## config.mk

```make
export PLATFORM = sky130hd
export DESIGN_NAME = ram_regfile_param
export DESIGN_NICKNAME = d
export VERILOG_FILES = /design/src/rtl/ram_regfile_param.sv
export SDC_FILE = /design/constraint.sdc
export NUM_CORES = 1
export LEC_CHECK = 0
export ABC_CLOCK_PERIOD_IN_PS = 11450
export CAP_MARGIN = 30
export CORE_MARGIN = 2
export CORE_UTILIZATION = 52
export CTS_CLUSTER_SIZE = 28
export DETAILED_ROUTE_END_ITERATION = 12
export GPL_ROUTABILITY_DRIVEN = 1
export PLACE_DENSITY = 0.81
export SLEW_MARGIN = 20
export SYNTH_ARGS = -nofsm -noshare
export SYNTH_HDL_FRONTEND = slang
export SYNTH_SLANG_ARGS = --single-unit
```

## constraint.sdc

```tcl
create_clock -name clk -period 11.45 [get_ports clk]
set_input_delay 1.145 -clock clk [delete_from_list [all_inputs] [get_ports clk]]
set_output_delay 1.145 -clock clk [all_outputs]
set_load 0.05 [all_outputs]
```

## src/rtl/ram_regfile_param.sv

```systemverilog
// Parametrised register-file RAM with independent write/read ports, registered
// read with valid flag, write-first bypass and a sequenced bulk-clear engine.
module ram_regfile_param #(
   parameter int WIDTH = 16,
   parameter int DEPTH = 8,
   parameter int AW    = 3
) (
   input  logic             clk,
   input  logic             rst,
   input  logic             wr_en,
   input  logic [AW-1:0]    wr_addr,
   input  logic [WIDTH-1:0] wr_data,
   input  logic             rd_en,
   input  logic [AW-1:0]    rd_addr,
   output logic [WIDTH-1:0] rd_data,
   output logic             rd_valid,
   input  logic             clr_req,
   output logic             busy
);

   localparam int            IW      = $clog2(DEPTH);
   localparam logic [AW:0]   DEPTH_W = (AW+1)'(DEPTH);
   localparam logic [AW-1:0] LAST    = AW'(DEPTH - 1);

   typedef enum logic {ST_IDLE, ST_CLEAR} state_t;

   state_t           state_q, state_d;
   logic [AW-1:0]    cnt_q, cnt_d;
   logic [WIDTH-1:0] mem_q [DEPTH];
   logic [WIDTH-1:0] rd_data_q, rd_data_d;
   logic             rd_valid_q, rd_valid_d;

   logic             wr_fire, rd_fire;
   logic             wr_in_range, rd_in_range;

   assign wr_in_range = ({1'b0, wr_addr} < DEPTH_W);
   assign rd_in_range = ({1'b0, rd_addr} < DEPTH_W);

   // NOTE: every signal driven here gets a default first, so no path leaves it unassigned and no latch is inferred.
   always_comb begin
      state_d = state_q;
      cnt_d   = cnt_q;
      wr_fire = 1'b0;
      rd_fire = 1'b0;
      case (state_q)
         ST_IDLE: begin
            if (clr_req) begin
               state_d = ST_CLEAR;
               cnt_d   = '0;
            end else begin
               wr_fire = wr_en && wr_in_range;
               rd_fire = rd_en;
            end
         end
         ST_CLEAR: begin
            cnt_d = cnt_q + 1'b1;
            if (cnt_q == LAST) begin
               state_d = ST_IDLE;
               cnt_d   = '0;
            end
         end
         default: state_d = ST_IDLE;
      endcase
   end

   // Write-first: a same-edge write to the read address forwards wr_data.
   always_comb begin
      rd_valid_d = rd_fire;
      rd_data_d  = rd_data_q;
      if (rd_fire) begin
         if (!rd_in_range)
            rd_data_d = '0;
         else if (wr_fire && (wr_addr == rd_addr))
            rd_data_d = wr_data;
         else
            rd_data_d = mem_q[rd_addr[IW-1:0]];
      end
   end

   // NOTE: sequential state is updated with non-blocking assignments so every flop samples pre-edge values.
   always_ff @(posedge clk or posedge rst) begin
      if (rst) begin
         state_q    <= ST_IDLE;
         cnt_q      <= '0;
         rd_data_q  <= '0;
         rd_valid_q <= 1'b0;
      end else begin
         state_q    <= state_d;
         cnt_q      <= cnt_d;
         rd_data_q  <= rd_data_d;
         rd_valid_q <= rd_valid_d;
      end
   end

   // NOTE: the array is reset here because asynchronous clearing of every word is part of the block's contract.
   always_ff @(posedge clk or posedge rst) begin
      if (rst) begin
         for (int i = 0; i < DEPTH; i++) mem_q[i] <= '0;
      end else if (state_q == ST_CLEAR) begin
         mem_q[cnt_q[IW-1:0]] <= '0;
      end else if (wr_fire) begin
         mem_q[wr_addr[IW-1:0]] <= wr_data;
      end
   end

   assign rd_data  = rd_data_q;
   assign rd_valid = rd_valid_q;
   assign busy     = (state_q == ST_CLEAR);

endmodule

```

==> run_results.csv <==
group,metric,value,unit
sta,tns,0,ns
sta,tightest_slew,0.9787,ns
logic_synthesis,synthDistinctLibCells,35,
run,max_cap_viol_count,0,
min_path,hold_class,"register to register",
global_routing,grt_pass1_wl,28450,µm
worst_setup_path,critical_path.max_fanout,20,
cts,cts.sinks,149,
placed_design,port_buffers,44,
routing,detail_route.wl_per_cell,26.21,µm
global_routing,grt_pass1_vias,4990,
cells_and_area,fill_cells,942,
cts,cts.path.max_buffers,2,
logic_synthesis,synth.top_cell.area_share,0.5510,
placed_design,post_dp_cell_area,0.007172,mm²
cts,htree_levels,4,
worst_setup_path,cp_cell_sequence,"clkdlybuf4s50_1",
worst_setup_path,critPathLaunchType,"register",
logic_synthesis,yosys_warnings,0,
cts,root_buffer,"clkbuf_16",
cells_and_area,ff_latch_area,0.003729,mm²
logic_synthesis,synth_top_cell_by_area,"dfrtp_1",
sta,setup_viol,0,
cells_and_area,syn2layout_area_growth,15.38,%
placed_design,dp.final_hpwl,10050,µm
logic_synthesis,ys_seq_area_frac,0.5510,
cts,cts_resized,0,
logic_synthesis,synth_area_leaders,"dfrtp_1 (55%), a22o_1 (17%), mux4_2 (11%), mux2i_1 (2.4%), buf_2 (1.5%)",
cells_and_area,antenna_cells,0,
worst_setup_path,cp.arrival,2.19,ns
die,die_w,118.1,µm
worst_setup_path,crit_family,"buffers and inverters",
routing,drt_iter0_markers,484,
global_routing,antenna_found_initial,0,
cells_and_area,design_area,0.007807,mm²
cts,clk_pin_slew,0.06,ns
sta,slew_headroom,0.3475,
cells_and_area,layout.cells.most_common_list,"dfrtp_1 (149), a22o_1 (130), clkdlybuf4s50_1 (43)",
routing,drc,0,
power_and_ir_drop,power_density,225.2,mW/mm²
routing,viasPerCell,6.729,
global_routing,grt_max_degree,82,
logic_synthesis,netlist_area,0.006766,mm²
worst_setup_path,end_kind,"output pin",
die,die_area,0.01394,mm²
worst_setup_path,path_class,"register to output pin",
cells_and_area,multi_input_area,0.002644,mm²
worst_setup_path,cp_slowest_cell,"clkdlybuf4s50_1",
sta,fin_skew,0.007063,ns
sta,post-route-min-period,3.340,ns
worst_setup_path,required,10.31,ns
placed_design,place.gp.congestion,0.7579,
sta,rsz0062_at_grt,"no",
cts,postCtsSetupBuffers,0,
logic_synthesis,synth_seq_cells,149,
sta,fmax,299.4,MHz
power_and_ir_drop,ir_drop,0.0001421,V
sta,hold_viol_final,0,
routing,vias,4589,
power_and_ir_drop,power_frac_clock,0.331,
routing,finalWirelength,17880,µm
sta,finalMaxSlewViolations,0,
global_routing,track_usage,0.2717,
cts,clkLatencyLatePin,0.43,ns
sta,post-route-period-util,0.2917,
power_and_ir_drop,leakage,3.587,nW
global_routing,overflow,0,
cts,numCtsBuffers,17,
worst_setup_path,max_stage_delay,0.93,ns
die,placementRows,41,
cts,cts_hold_buffers,0,
die,core,0.01267,mm²
cells_and_area,drive_above_1_share,0.1647,
cts,cts_tree,"done",
power_and_ir_drop,p_int,1.177,mW
routing,first_pass_iters,5,
cells_and_area,layout_commonest_cell,"dfrtp_1",
routing,ant_nets,0,
logic_synthesis,avgSynthCellArea,14.10,µm²
power_and_ir_drop,pwr-share-comb,0.272,
die,die_h,118.1,µm
power_and_ir_drop,p_sw,0.5818,mW
die,boundaryPins,45,
logic_synthesis,syn_nets,509,
die,start_util,0.5340,
status,status,"finished, final reports clean",
logic_synthesis,postSynthCellCount,480,
cells_and_area,nets,526,
power_and_ir_drop,seqPwrFrac,0.397,
power_and_ir_drop,netSwitchingFraction,0.3308,
worst_setup_path,crit_buf_inv,1,
cells_and_area,fin_util,0.6162,
-- final cells by class --
class                   count  share of cell area
clock buffers              23             0.05865
clock inverters             9             0.01939
inverters                  19            0.009936
multi-input cells         256              0.3386
flip-flops and latches    149              0.4776
well taps                 172             0.02756
repair buffers             54             0.06827
-- synthesized netlist by cell type --
cell type,number
nor2_1,10
nor4bb_1,3
and2_4,1
clkbuf_1,2
a221oi_1,7
buf_2,20
nand4_1,1
and2b_1,1
a32oi_1,1
buf_4,13
ha_1,2
buf_1,16
xnor2_1,3
or3b_1,1
a32oi_2,1
and2_1,8
buf_6,5
nor4b_4,2
clkinv_2,1
mux4_2,32
o21ai_0,1
and4bb_4,1
a41o_1,1
and4b_1,3
nand2_1,11
o221ai_1,9
a22o_1,130
a21oi_2,5
dfrtp_1,149
and4_1,2
a41oi_2,1
inv_1,18
mux2i_1,16
a21oi_1,2
nor4_4,1
-- per-layer routing --
| metal | global-route usage | wire length, µm | up-vias |
|---|---|---|---|
| met5 | 0 | 0 | - |
| met4 | 0.1566 | 756 | 0 |
| met3 | 0.07122 | 1490 | 59 |
| met2 | 0.4180 | 8620 | 239 |
| met1 | 0.3494 | 7009 | 2393 |
| li1 | - | - | 1898 |
-- power by group through the flow --
stage / clock, mW / sequential (mW) / combinational (mW)
floorplan: 0 / 0.760 / 0.242
global placement: 0 / 0.694 / 0.440
detailed placement: 0 / 0.699 / 0.465
CTS: 0.583 / 0.695 / 0.470
global route: 0.609 / 0.707 / 0.501
finish: 0.582 / 0.698 / 0.479
-- stage by stage --
| step | std cells | hold slack [ns] | setup slack, ns | power [mW] |
|---|---|---|---|---|
| 2_1_floorplan | 480 | 0.4606 | 6.297 | 1.002 |
| 3_3_place_gp | 646 | 0.4741 | 8.008 | 1.134 |
| 3_5_place_dp | 648 | 0.4747 | 7.962 | 1.164 |
| 4_1_cts | 680 | 0.4876 | 8.112 | 1.748 |
| 5_1_grt | 682 | 0.5093 | 8.065 | 1.817 |
| 6_report | 682 | 0.4859 | 8.110 | 1.759 |
-- state kept, by name (all words and copies together) (netlist names) --
register	cells
cnt_q	3
busy	1
rd_data	16
mem_q	128
rd_valid	1
-- path summary, 6_finish.rpt --
check | startpoint | to | cells past startpoint | slack, ns
worst max register to register | busy | rd_data[10] | 3 | 9.00
max in group asynchronous | rst | mem_q[117] | 3 | 9.13
worst max-delay path | busy | busy | 1 | 8.11
worst min register to register | rd_data[7] | rd_data[7] | 2 | 0.49
worst min-delay path | rd_data[7] | rd_data[7] | 2 | 0.49
min in group asynchronous | rst | mem_q[127] | 2 | 1.19
-- cell families (layout without fill, tap and decap cells) --
| logic type | after synthesis | in the layout | share of synthesized area |
|---|---|---|---|
| AOI/OAI and AO/OA | 158 | 158 | 0.2053 |
| xor gates and xnor gates | 3 | 3 | 0.003884 |
| adders and majority gates | 2 | 2 | 0.003698 |
| buffers and inverters | 75 | 105 | 0.05825 |
| DFF | 149 | 149 | 0.5510 |
| muxes | 48 | 48 | 0.1302 |
| and+or+nand+nor | 45 | 45 | 0.04771 |
No activity file was read; power rests on OpenSTA's default activity.
